--- src/rtl/readout_merge_arb_pkg.sv ---
// Shared types for the readout merge path: half identifier and tagged hit layout.
package readout_pkg;

  localparam int ADDR_W = 15;

  typedef enum logic {
    HALF_UP   = 1'b0,
    HALF_DOWN = 1'b1
  } half_e;

  typedef struct packed {
    half_e             half;
    logic [ADDR_W-1:0] addr;
  } hit_t;

endpackage

--- src/rtl/readout_merge_arb_if.sv ---
// Hit input, merged output and drop-counter bundle between the merge block and its neighbours.
interface readout_merge_arb_if #(
  parameter int ADDR_W = 15,
  parameter int CNT_W  = 16
) ();

  logic              up_valid_i;
  logic [ADDR_W-1:0] up_addr_i;
  logic              down_valid_i;
  logic [ADDR_W-1:0] down_addr_i;
  logic              hit_valid_o;
  logic              hit_ready_i;
  logic [ADDR_W:0]   hit_data_o;
  logic [CNT_W-1:0]  up_drop_cnt_o;
  logic [CNT_W-1:0]  down_drop_cnt_o;
  logic              clr_cnt_i;

  modport slave (
    input  up_valid_i, up_addr_i, down_valid_i, down_addr_i, hit_ready_i, clr_cnt_i,
    output hit_valid_o, hit_data_o, up_drop_cnt_o, down_drop_cnt_o
  );

  modport master (
    output up_valid_i, up_addr_i, down_valid_i, down_addr_i, hit_ready_i, clr_cnt_i,
    input  hit_valid_o, hit_data_o, up_drop_cnt_o, down_drop_cnt_o
  );

endinterface

--- src/rtl/readout_merge_arb_hit_fifo.sv ---
// Small synchronous FIFO; pointers carry one extra wrap bit to tell full from empty.
module hit_fifo #(
  parameter int WIDTH = 15,
  parameter int DEPTH = 4
) (
  input  logic             clk,
  input  logic             rst,
  input  logic             i_push,
  input  logic             i_pop,
  input  logic [WIDTH-1:0] i_data,
  output logic             o_full,
  output logic             o_empty,
  output logic [WIDTH-1:0] o_head
);

  localparam int AW = $clog2(DEPTH);

  logic [AW:0]      r_wr_ptr;
  logic [AW:0]      r_rd_ptr;
  logic [WIDTH-1:0] r_mem [DEPTH];
  logic             w_push_ok;
  logic             w_pop_ok;

  assign o_empty = (r_wr_ptr == r_rd_ptr);
  assign o_full  = (r_wr_ptr[AW] != r_rd_ptr[AW]) &&
                   (r_wr_ptr[AW-1:0] == r_rd_ptr[AW-1:0]);
  assign o_head  = r_mem[r_rd_ptr[AW-1:0]];

  // A pop in the same cycle frees the slot, so a push into a full FIFO still lands.
  assign w_push_ok = i_push && (!o_full || i_pop);
  assign w_pop_ok  = i_pop && !o_empty;

  always_ff @(posedge clk or posedge rst) begin
    if (rst) begin
      r_wr_ptr <= '0;
      r_rd_ptr <= '0;
    end else begin
      if (w_push_ok) r_wr_ptr <= r_wr_ptr + 1'b1;
      if (w_pop_ok)  r_rd_ptr <= r_rd_ptr + 1'b1;
    end
  end

  always_ff @(posedge clk) begin
    if (w_push_ok) r_mem[r_wr_ptr[AW-1:0]] <= i_data;
  end

endmodule

--- src/rtl/readout_merge_arb.sv ---
// Merges upper/lower priority-readout hit streams through per-half FIFOs and a
// round-robin arbiter into one registered valid/ready stream; counts dropped hits.
module readout_merge_arb #(
  parameter int ADDR_W     = 15,
  parameter int FIFO_DEPTH = 4,
  parameter int CNT_W      = 16
) (
  input  logic               sys_clock,
  input  logic               sys_reset,
  readout_merge_arb_if.slave bus
);

  import readout_pkg::half_e;
  import readout_pkg::HALF_UP;
  import readout_pkg::HALF_DOWN;

  logic              w_up_full;
  logic              w_up_empty;
  logic [ADDR_W-1:0] w_up_head;
  logic              w_dn_full;
  logic              w_dn_empty;
  logic [ADDR_W-1:0] w_dn_head;

  logic              w_free;
  logic              w_load;
  half_e             w_sel;
  logic [ADDR_W-1:0] w_sel_addr;
  logic              w_pop_up;
  logic              w_pop_dn;
  logic              w_up_drop;
  logic              w_dn_drop;

  logic              r_hit_valid;
  logic [ADDR_W:0]   r_hit_data;
  half_e             r_last_grant;
  logic [CNT_W-1:0]  r_up_drop_cnt;
  logic [CNT_W-1:0]  r_dn_drop_cnt;

  hit_fifo #(.WIDTH(ADDR_W), .DEPTH(FIFO_DEPTH)) u_fifo_up (
    .clk     (sys_clock),
    .rst     (sys_reset),
    .i_push  (bus.up_valid_i),
    .i_pop   (w_pop_up),
    .i_data  (bus.up_addr_i),
    .o_full  (w_up_full),
    .o_empty (w_up_empty),
    .o_head  (w_up_head)
  );

  hit_fifo #(.WIDTH(ADDR_W), .DEPTH(FIFO_DEPTH)) u_fifo_dn (
    .clk     (sys_clock),
    .rst     (sys_reset),
    .i_push  (bus.down_valid_i),
    .i_pop   (w_pop_dn),
    .i_data  (bus.down_addr_i),
    .o_full  (w_dn_full),
    .o_empty (w_dn_empty),
    .o_head  (w_dn_head)
  );

  assign w_free = !r_hit_valid || bus.hit_ready_i;
  assign w_load = w_free && (!w_up_empty || !w_dn_empty);

  // Round robin only matters when both halves have data.
  always_comb begin
    w_sel = HALF_UP;
    if (!w_up_empty && !w_dn_empty) begin
      w_sel = (r_last_grant == HALF_DOWN) ? HALF_UP : HALF_DOWN;
    end else if (w_up_empty) begin
      w_sel = HALF_DOWN;
    end
  end

  assign w_sel_addr = (w_sel == HALF_UP) ? w_up_head : w_dn_head;
  assign w_pop_up   = w_load && (w_sel == HALF_UP);
  assign w_pop_dn   = w_load && (w_sel == HALF_DOWN);
  assign w_up_drop  = bus.up_valid_i && w_up_full && !w_pop_up;
  assign w_dn_drop  = bus.down_valid_i && w_dn_full && !w_pop_dn;

  always_ff @(posedge sys_clock or posedge sys_reset) begin
    if (sys_reset) begin
      r_hit_valid  <= 1'b0;
      r_hit_data   <= '0;
      r_last_grant <= HALF_DOWN;
    end else if (w_free) begin
      if (w_load) begin
        r_hit_valid  <= 1'b1;
        r_hit_data   <= {w_sel, w_sel_addr};
        r_last_grant <= w_sel;
      end else begin
        r_hit_valid  <= 1'b0;
      end
    end
  end

  // Clear wins over a coincident drop; counters stick at all-ones.
  always_ff @(posedge sys_clock or posedge sys_reset) begin
    if (sys_reset) begin
      r_up_drop_cnt <= '0;
      r_dn_drop_cnt <= '0;
    end else if (bus.clr_cnt_i) begin
      r_up_drop_cnt <= '0;
      r_dn_drop_cnt <= '0;
    end else begin
      if (w_up_drop && (r_up_drop_cnt != '1)) r_up_drop_cnt <= r_up_drop_cnt + 1'b1;
      if (w_dn_drop && (r_dn_drop_cnt != '1)) r_dn_drop_cnt <= r_dn_drop_cnt + 1'b1;
    end
  end

  assign bus.hit_valid_o     = r_hit_valid;
  assign bus.hit_data_o      = r_hit_data;
  assign bus.up_drop_cnt_o   = r_up_drop_cnt;
  assign bus.down_drop_cnt_o = r_dn_drop_cnt;

endmodule
--- src/flat_wrapper.sv ---
// flat-port wrapper written by rule: the top's interface ports become plain ports
module readout_merge_arb_flat import readout_pkg::half_e; import readout_pkg::HALF_UP; import readout_pkg::HALF_DOWN;
#(
  parameter int ADDR_W     = 15,
  parameter int FIFO_DEPTH = 4,
  parameter int CNT_W      = 16
)
  (sys_clock, sys_reset, bus_up_valid_i, bus_up_addr_i, bus_down_valid_i, bus_down_addr_i, bus_hit_ready_i, bus_clr_cnt_i, bus_hit_valid_o, bus_hit_data_o, bus_up_drop_cnt_o, bus_down_drop_cnt_o);
  readout_merge_arb_if #(.ADDR_W(ADDR_W), .CNT_W(CNT_W)) bus_i ();
  input  logic sys_clock;
  input  logic sys_reset;
  input wire logic [$bits(bus_i.up_valid_i)-1:0] bus_up_valid_i;
  input wire logic [$bits(bus_i.up_addr_i)-1:0] bus_up_addr_i;
  input wire logic [$bits(bus_i.down_valid_i)-1:0] bus_down_valid_i;
  input wire logic [$bits(bus_i.down_addr_i)-1:0] bus_down_addr_i;
  input wire logic [$bits(bus_i.hit_ready_i)-1:0] bus_hit_ready_i;
  input wire logic [$bits(bus_i.clr_cnt_i)-1:0] bus_clr_cnt_i;
  output wire logic [$bits(bus_i.hit_valid_o)-1:0] bus_hit_valid_o;
  output wire logic [$bits(bus_i.hit_data_o)-1:0] bus_hit_data_o;
  output wire logic [$bits(bus_i.up_drop_cnt_o)-1:0] bus_up_drop_cnt_o;
  output wire logic [$bits(bus_i.down_drop_cnt_o)-1:0] bus_down_drop_cnt_o;
  assign bus_i.up_valid_i = bus_up_valid_i;
  assign bus_i.up_addr_i = bus_up_addr_i;
  assign bus_i.down_valid_i = bus_down_valid_i;
  assign bus_i.down_addr_i = bus_down_addr_i;
  assign bus_i.hit_ready_i = bus_hit_ready_i;
  assign bus_i.clr_cnt_i = bus_clr_cnt_i;
  assign bus_hit_valid_o = bus_i.hit_valid_o;
  assign bus_hit_data_o = bus_i.hit_data_o;
  assign bus_up_drop_cnt_o = bus_i.up_drop_cnt_o;
  assign bus_down_drop_cnt_o = bus_i.down_drop_cnt_o;
  readout_merge_arb #(.ADDR_W(ADDR_W), .FIFO_DEPTH(FIFO_DEPTH), .CNT_W(CNT_W)) u_core (.sys_clock(sys_clock), .sys_reset(sys_reset), .bus(bus_i));
endmodule
--- config.mk ---
export PLATFORM = sky130hd
export DESIGN_NAME = readout_merge_arb_flat
export DESIGN_NICKNAME = d
export VERILOG_FILES = /design/src/rtl/readout_merge_arb_pkg.sv /design/src/rtl/readout_merge_arb_if.sv /design/src/rtl/readout_merge_arb_hit_fifo.sv /design/src/rtl/readout_merge_arb.sv /design/src/flat_wrapper.sv
export SDC_FILE = /design/constraint.sdc
export NUM_CORES = 1
export LEC_CHECK = 0
export ABC_AREA = 1
export CELL_PAD_IN_SITES_DETAIL_PLACEMENT = 1
export CELL_PAD_IN_SITES_GLOBAL_PLACEMENT = 1
export CORE_ASPECT_RATIO = 1.5
export CORE_MARGIN = 1
export CORE_UTILIZATION = 40
export CTS_CLUSTER_SIZE = 28
export DETAILED_ROUTE_END_ITERATION = 10
export PLACE_DENSITY_LB_ADDON = 0.1
export SETUP_SLACK_MARGIN = 0.4
export SYNTH_ARGS = -nofsm -noshare
export SYNTH_HDL_FRONTEND = slang
export SYNTH_HIERARCHICAL = 1
export SYNTH_SLANG_ARGS = --single-unit
export TNS_END_PERCENT = 50
--- constraint.sdc ---
create_clock -name sys_clock -period 4.3 [get_ports sys_clock]
set_input_delay 1.075 -clock sys_clock [delete_from_list [all_inputs] [get_ports sys_clock]]
set_output_delay 1.075 -clock sys_clock [all_outputs]
set_load 0.03 [all_outputs]
==> results of run 1 <==
==> routing by layer <==
layer / up-vias / global-route usage [%] / part of all wire (%)
li1: 2993 / - / -
met1: 3071 / 23.0 / 41
met2: 121 / 40.2 / 53
met3: 48 / 2.88 / 2.3
met4: 0 / 12.4 / 3.7
met5: - / 0 / 0
==> final timing paths <==
kind                                                   start                       endpoint  slack (ps)
worst max register to register  u_core/u_fifo_up/r_rd_ptr[1]  u_core/u_fifo_dn/r_mem[3][14]        1030
worst min-delay path               u_core/bus.hit_data_o[12]      u_core/bus.hit_data_o[12]         500
worst min register to register     u_core/bus.hit_data_o[12]      u_core/bus.hit_data_o[12]         500
max in group asynchronous                          sys_reset   u_core/bus.up_drop_cnt_o[10]        2330
worst max-delay path            u_core/u_fifo_up/r_rd_ptr[1]  u_core/u_fifo_dn/r_mem[3][14]        1030
min in group asynchronous                          sys_reset   u_core/u_fifo_dn/r_rd_ptr[2]        1010
==> cells in the mapped netlist, types with 2 or more instances <==
cell type / count
nor2_2: 6
buf_2: 8
xor2_1: 11
nand4_1: 5
clkbuf_2: 2
nand3_1: 79
buf_4: 2
inv_1: 76
o22ai_1: 30
inv_2: 8
nand4_4: 2
nand2_2: 8
o21ai_1: 9
edfxtp_1: 120
o21bai_1: 6
nand2_1: 214
nand3_2: 2
dfrtp_1: 61
nor2_4: 3
clkbuf_1: 11
buf_6: 2
nor2_1: 95
o21ai_0: 64
xnor2_4: 2
ha_1: 12
==> layout make-up <==
class	count	share of cell area, %
Clock buffer	17	4.24
Sequential cell	182	51.4
Clock inverter	15	1.73
Inverter	84	3.14
Tap cell	264	3.29
Multi-Input combinational cell	550	26.8
Timing Repair Buffer	97	9.36
==> flip-flops by register name (all words and copies together), names as in the netlist <==
| signal | flops |
|---|---|
| u_core/u_fifo_up/r_mem | 60 |
| u_core/u_fifo_dn/r_mem | 60 |
| u_core/u_fifo_dn/r_rd_ptr | 3 |
| u_core/bus.hit_valid_o | 1 |
| u_core/u_fifo_up/r_wr_ptr | 3 |
| u_core/bus.hit_data_o | 16 |
| u_core/bus.down_drop_cnt_o | 16 |
| u_core/u_fifo_dn/r_wr_ptr | 3 |
| u_core/u_fifo_up/r_rd_ptr | 3 |
| u_core/bus.up_drop_cnt_o | 16 |
| u_core/r_last_grant | 1 |
==> stage by stage <==
step	power [W]	hold WS [ps]	utilization [%]
2_1_floorplan	0.00396	464	-
3_3_place_gp	0.00466	495	46.4
3_5_place_dp	0.00479	489	46.4
4_1_cts	0.00642	508	49.3
5_1_grt	0.00673	558	49.3
6_report	0.00635	503	49.3
==> cells by family after synthesis <==
logic type                 share of synthesized area (%)
xor gates and xnor gates                            1.83
AOI/OAI and AO/OA                                   7.21
and+or+nand+nor                                     21.6
buffers and inverters                               5.40
adders and majority gates                           1.81
DFF                                                 62.2
==> worst max-delay path: cells and delay by family, from the launching register on <==
family,cells,cell delay [ps]
flops,1,800
buf+inv,4,970
simple gates,8,1090
==> power by group <==
| part | internal [W] | switching, W |
|---|---|---|
| Sequential | 0.00229 | 0.000201 |
| Clock | 0.000916 | 0.000690 |
| Combinational | 0.000712 | 0.00154 |
==> results.toml, run 1 <==
[outcome]
run_status = "finished clean"

[worst_setup_path]
startpoint_type = "flip-flop"
critPathRequiredTime_ps = 4370
cp_max_fo = 19
cp_data_arrival_time_ps = 3340
crit_path_end_kind = "flip-flop"
rr_worst_depth = 12
cpMaxStageDelayCell = "dfrtp_1"
critPathKind = "reg2reg"
critPathMaxStageDelay_ps = 800
crit_chain = "inv_2, nand2_1, nand2_2, nand3_2, inv_1, nand2_1, nand2_2, nor2_4, inv_1, nand4_4, nand2_1, inv_1"

[final_layout]
syn2layout_area_growth_pct = 20.9
drive_above_1_share_pct = 8.04
layout.area.seq_um2 = 5160
antennaDiodeCount = 0
instances_no_fill = 1209
n_fill_cell = 2310
multi_input_area_um2 = 2690
final_common_cell = "nand2_1"
final_cell_mix = "nand2_1 (214), edfxtp_1 (120), nor2_1 (95)"
final_area_um2 = 10000
final_nets = 980

[sta]
rsz0062_at_grt = "no"
skew_ps = 7.51
setup_tns_ps = 0
hold_viol_final = 0
fmax_mhz = 306
slew_viol_final = 0
tightest_slew_ps = 961
fin_crit_sh_pct = 76.0
setup_ws_ps = 1030
setup_viol = 0
period_needed_ps = 3270
relSlewSlack_pct = 35.9

[synth]
synth.ff_latch_count = 182
ys_seq_area_share_pct = 62.2
ys_warn_count = 6
synth-edff-count = 120
synth_ff_type = "edfxtp_1"
avgSynthCellArea_um2 = 9.85
synthDistinctLibCells = 29
syn_inst = 842
syn-num-nets = 890
yosysTopAreaCell = "edfxtp_1"
syn-cell-area_um2 = 8290
synthTopCellsByArea = "edfxtp_1 (43%), dfrtp_1 (18%), nand2_1 (9.7%)"
synthArstFlopShare_pct = 34.1
synth_top_area_share_pct = 43.5

[detailed_routing]
drt-pass1-iter-count = 4
drt_iter0_drc = 229
vias_per_cell = 5.16
ant_nets = 0
drc = 0
via_count = 6233
routed_wl_um = 21300
wl_per_cell_um = 17.7

[placement]
place_inst = 1177
dp_hpwl_um = 15000
dp_slack_ps = 952
dpl_cell_area_um2 = 9430
place_congestion = 0.795
io_buffer_count = 84

[cts]
ctsResizeCount = 0
root_buffer = "clkbuf_16"
clk_latency_ps = 440
cts_tree = "done"
h-tree-depth = 4
clockBufferDepth = 2
cts_inserted_buffers = 17
clk_pin_slew_ps = 70
clock-sinks = 182
postCtsHoldBufs = 0
post_cts_buffers = 0

[min_path]
worstHoldPathCells = 2
holdCritPathClass = "reg2reg"

[floorplan]
fp-row-count = 64
die_w_um = 120
coreArea_um2 = 20300
pin_count = 85
start_util_pct = 40.8
die_y_um = 178
die_area_um2 = 21300

[power_and_ir_drop]
power_density_nw_per_um2 = 633
vdd_drop_max_mv = 0.398
p_leak_nw = 4.17

[global_route]
grt_pass1_wl_um = 34700
grt.total_usage_pct = 21.5
grt_pass1_vias = 6827
grt_max_degree = 36
antenna_found_initial = 0
grt_remaining_overflow = 0

[flow_run]
maxCapViolations = 0
Note: power is estimated with default switching activity, not from simulation.
==> inputs of run 2 (changes only) <==
==> constraint.sdc (replaced) <==
create_clock -name sys_clock -period 3.2 [get_ports sys_clock]
set_input_delay 0.8 -clock sys_clock [delete_from_list [all_inputs] [get_ports sys_clock]]
set_output_delay 0.8 -clock sys_clock [all_outputs]
set_load 0.03 [all_outputs]
==> run 2 against run 1 <==
Die area stayed put. Non-clock buffer count is 8 higher. Register-to-register slack worse by 300 ps. Sequential share of layout area is 0.36 points lower. Worst setup slack worse by 300 ps.
==> results.toml, run 2 (same netlist as run 1, synthesis figures left out) <==
[outcome]
run_status = "finished clean"

[final_layout]
multi_input_area_um2 = 2690
final_common_cell = "nand2_1"
syn2layout_area_growth_pct = 21.8
drive_above_1_share_pct = 9.13
final_nets = 988
final_cell_mix = "nand2_1 (214), edfxtp_1 (120), nor2_1 (95)"
post-route-util_pct = 49.6
layout.area.seq_um2 = 5160
n_fill_cell = 2289
final_area_um2 = 10100
antennaDiodeCount = 0

[global_route]
met1_usage_pct = 23.2
grt_pass1_vias = 6726
grt_max_degree = 41
grt.total_usage_pct = 21.0
gr-usage-met3_pct = 3.84
top_usage_layer = "met2"
grt_remaining_overflow = 0
antenna_found_initial = 0
grt_pass1_wl_um = 34200
grtUsageMet2_pct = 38.6

[cts]
clk_latency_ps = 440
root_buffer = "clkbuf_16"
clock-sinks = 182
ctsResizeCount = 0
post_cts_buffers = 0
clk_pin_slew_ps = 80
clockBufferDepth = 2
cts_tree = "done"
postCtsHoldBufs = 0
cts_inserted_buffers = 17
h-tree-depth = 4

[placement]
dp_slack_ps = 516
place_congestion = 0.815
dpl_cell_area_um2 = 9500
dp_hpwl_um = 14700
io_buffer_count = 84

[floorplan]
coreArea_um2 = 20300
die_w_um = 120
pin_count = 85
fp-row-count = 64
die_y_um = 178
die_area_um2 = 21300
start_util_pct = 40.8

[detailed_routing]
wl_per_cell_um = 17.2
drt-pass1-iter-count = 4
drc = 0
via_count = 6235
vias_per_cell = 5.12
ant_nets = 0
routed_wl_um = 21000
drt_iter0_drc = 235

[worst_setup_path]
path_common_cell = "inv_1"
r2r_slack_ps = 730
critPathRequiredTime_ps = 3320
cp_data_arrival_time_ps = 2590
critical_path.startpoint = "u_core/u_fifo_dn/r_rd_ptr[1]"
startpoint_type = "flip-flop"
rr_worst_depth = 14
reg2reg_from = "u_core/u_fifo_dn/r_rd_ptr[1]"
critPathMaxStageDelay_ps = 440
critPathKind = "reg2reg"
crit_path_end_kind = "flip-flop"
crit_chain = "inv_2, nand2_1, nand2_2, nand3_2, inv_1, inv_1, nand2_1, nand3_1, inv_1, inv_1, nand4_4, nand2_2, nor2_1, buf_4"
worstReg2RegEnd = "u_core/u_fifo_up/r_mem[1][1]"
critical_path.top_delay_family = "simple AND/OR/NAND/NOR gates"
cp_max_fo = 16
cp.buffers_inverters = 6
cpMaxStageDelayCell = "dfrtp_1"

[sta]
fmax_mhz = 405
tightest_slew_ps = 880
slew_viol_final = 0
rsz0062_at_grt = "no"
setup_tns_ps = 0
relSlewSlack_pct = 41.3
hold_viol_final = 0
period_needed_ps = 2470
setup_ws_ps = 731
skew_ps = 10.7
setup_viol = 0
fin_crit_sh_pct = 77.2

[min_path]
worstHoldPathCells = 2
hold_start = "u_core/bus.hit_data_o[15]"
holdCritPathClass = "reg2reg"
hold_end = "u_core/bus.hit_data_o[15]"

[power_and_ir_drop]
p_sw_share_pct = 38.9
p_seq_share_pct = 39.7
p_leak_nw = 4.22
internal-power_w = 0.00518
p_sw_w = 0.00329
power_density_nw_per_um2 = 839
comb_power_share_pct = 35.6
vdd_drop_max_mv = 0.698
clkPwrFrac_pct = 24.7

[flow_run]
maxCapViolations = 0
-- run 2: changes by cell type in the layout (fill, tap and decap cells not counted), sizes merged --
cell,previous run,this run
bufinv,3,1
clkinvlp,2,0
clkinv,6,10
buf,13,21
-- run 2: power by group through the flow --
| stage | combinational, W | clock, W | sequential [W] |
|---|---|---|---|
| after floorplan | 0.00180 | 0 | 0.00352 |
| after global placement | 0.00293 | 0 | 0.00339 |
| after detailed placement | 0.00303 | 0 | 0.00341 |
| after CTS | 0.00307 | 0.00215 | 0.00337 |
| after global routing | 0.00335 | 0.00223 | 0.00341 |
| final | 0.00301 | 0.00209 | 0.00336 |
-- run 2: worst max-delay path by stage --
stage,cells past startpoint,to
CTS,14,u_core/u_fifo_up/r_mem[1][0]
global route,14,u_core/u_fifo_up/r_mem[1][8]
finish,14,u_core/u_fifo_up/r_mem[1][1]
global placement,10,u_core/u_fifo_dn/r_mem[0][2]
floorplan,13,u_core/u_fifo_up/r_mem[0][0]
detailed placement,10,u_core/u_fifo_dn/r_mem[0][4]
-- run 2: per-layer routing --
layer / routed length (um) / vias to the layer above
li1: - / 3008
met1: 8530 / 3064
met2: 11200 / 126
met3: 635 / 37
met4: 640 / 0
met5: 0 / -
-- run 2: area by class of cell --
class	count	area share, %
inverter	84	3.12
clock inverter	15	1.70
multi-input combinational	550	26.6
tap	264	3.27
sequential	182	51.1
clock buffer	17	4.21
timing repair buffer	105	10.0
-- run 2: tightest hold or removal path, cell delays in order, from the launching register on --
cell,delay (ps)
dfrtp_1,360
nand2_1,60
nand2_1,50
-- run 2: stage by stage --
stage	hold slack, ps	total power (W)	std cells
after floorplan	464	0.00532	842
after global placement	486	0.00632	1185
after detailed placement	494	0.00644	1185
after CTS	512	0.00859	1217
after global routing	529	0.00899	1217
final	503	0.00847	1217
==> inputs of run 3 (changes only) <==
==> constraint.sdc (replaced) <==
create_clock -name sys_clock -period 2.05 [get_ports sys_clock]
set_input_delay 0.5125 -clock sys_clock [delete_from_list [all_inputs] [get_ports sys_clock]]
set_output_delay 0.5125 -clock sys_clock [all_outputs]
set_load 0.03 [all_outputs]
==> run 3 against run 2 <==
Clock power up 48%. Core utilization up 3.9 points. Final cell count up 4.9%. Critical path depth did not move. Clock-buffer cell count rose by 4. Routed wire length is 11% higher. Non-clock buffer count increased by 58. Via count grew 5.7%. Register-to-register slack got worse by 730 ps. First-iteration DRC count up 30%. Combinational power is 120% higher. Largest cell class unchanged. Largest power group is now combinational logic.
==> results.toml, run 3 (same netlist as run 1, synthesis figures left out) <==
[detailed_routing]
drt_iter0_drc = 306
vias_per_cell = 5.16
ant_nets = 0
via_count = 6590
drt-pass1-iter-count = 6
wl_per_cell_um = 18.2
routed_wl_um = 23200
drc = 0

[cts]
clockBufferDepth = 2
root_buffer = "clkbuf_16"
clock-sinks = 182
cts_tree = "done"
h-tree-depth = 4
postCtsHoldBufs = 0
clk_pin_slew_ps = 70
clk_latency_ps = 440
cts_inserted_buffers = 17

[sta]
setup_viol = 0
slew_viol_final = 0
fmax_mhz = 488
fin_crit_sh_pct = 99.9
tightest_slew_ps = 514
hold_viol_final = 0
hold_ws_ps = 453
skew_ps = 7.02
rsz0062_at_grt = "yes"
relSlewSlack_pct = 65.7
setup_tns_ps = 0
period_needed_ps = 2050

[floorplan]
pin_count = 85
start_util_pct = 40.8
die_y_um = 178
die_w_um = 120
coreArea_um2 = 20300
die_area_um2 = 21300
fp-row-count = 64

[worst_setup_path]
critPathMaxStageDelay_ps = 460
reg2reg_from = "u_core/u_fifo_up/r_rd_ptr[1]"
startpoint_type = "flip-flop"
critPathRequiredTime_ps = 2240
crit_path_end_kind = "flip-flop"
critPathKind = "reg2reg"
critical_path.top_delay_family = "buffers and inverters"
cp_max_fo = 15
cp.buffers_inverters = 6
cpMaxStageDelayCell = "dfrtp_2"
critical_path.startpoint = "u_core/u_fifo_up/r_rd_ptr[1]"
cp_data_arrival_time_ps = 2240
path_common_cell = "nand2_2"
crit_chain = "inv_2, nand2_2, nand2_2, nand3_2, inv_2, nand2_2, nand2_4, nor2_4, inv_4, nand4_4, buf_4, nand2_2, clkinvlp_4, buf_12"

[placement]
dp_hpwl_um = 15400
place_congestion = 0.842
io_buffer_count = 84

[final_layout]
drive_above_1_share_pct = 23.3
final_nets = 1048
n_fill_cell = 2271
syn2layout_area_growth_pct = 31.3
final_cell_mix = "nand2_1 (202), edfxtp_1 (120), nor2_1 (86)"
final_common_cell = "nand2_1"
antennaDiodeCount = 0

[global_route]
antenna_found_initial = 0
grt_pass1_wl_um = 36500
grt_pass1_vias = 7048
grt_remaining_overflow = 0
grt_max_degree = 34
grt.total_usage_pct = 22.6

[power_and_ir_drop]
p_leak_nw = 4.65
power_density_nw_per_um2 = 1360
vdd_drop_max_mv = 0.923

[min_path]
holdCritPathClass = "in2async"

[outcome]
run_status = "finished clean"

[flow_run]
maxCapViolations = 0
[run 3: repair_timing]
action	4_1_cts	5_1_grt
pin swaps	18	11
setup endpoints to repair	230	211
setup buffers	23	13
cloned	4	2
gates resized for setup	204	26
[run 3: metrics by stage]
stage	power, W	instances	setup slack, ps	area (um2)	util [%]
detailed placement	0.0107	1203	-255	9870	48.5
global route	0.0156	1277	-83.9	10900	53.5
floorplan	0.00856	842	-141	8410	-
finish	0.0148	1277	1.41	10900	53.5
global placement	0.0105	1203	-194	9870	48.5
CTS	0.0145	1262	46.3	10700	52.4
[run 3: routing by layer]
metal	part of all wire, %	wire (um)	vias up	track usage, %
li1	-	-	3130	-
met1	40	9230	3318	24.9
met2	55	12800	114	42.7
met3	3.0	690	28	4.16
met4	2.1	483	0	8.23
met5	0	0	-	0
[run 3: worst paths after layout]
path / end / cells past startpoint / slack (ps)
setup / recovery: u_core/u_fifo_dn/r_mem[3][8] / 14 / 1
hold / removal: u_core/u_fifo_dn/r_wr_ptr[2] / 2 / 450
setup reg to reg: u_core/u_fifo_dn/r_mem[3][8] / 14 / 1
hold reg to reg: u_core/bus.hit_data_o[15] / 2 / 510
max in group asynchronous: u_core/bus.down_drop_cnt_o[11] / 3 / 1070
min in group sys_clock: u_core/bus.hit_data_o[15] / 2 / 510
[run 3: where the power goes]
group          total [W]  internal, W  switching, W
combinational    0.00650      0.00267       0.00383
clock            0.00309      0.00171       0.00139
sequential       0.00521      0.00480      0.000407
[run 3: cell type report]
| type | count | area [um2] | share of cell area [%] |
|---|---|---|---|
| flip-flops and latches | 182 | 5180 | 47.5 |
| multi-input cells | 552 | 2940 | 27.0 |
| repair buffers | 163 | 1550 | 14.2 |
| clock buffers | 21 | 450 | 4.14 |
| inverters | 84 | 345 | 3.17 |
| well taps | 264 | 330 | 3.03 |
| clock inverters | 11 | 101 | 0.930 |
[run 3: worst register-to-register path, stage by stage (launching register included)]
cell	delay [ps]
dfrtp_2	460
inv_2	90
nand2_2	60
nand2_2	90
nand3_2	100
inv_2	120
nand2_2	80
nand2_4	80
nor2_4	40
inv_4	50
nand4_4	100
buf_4	170
nand2_2	90
clkinvlp_4	110
buf_12	160
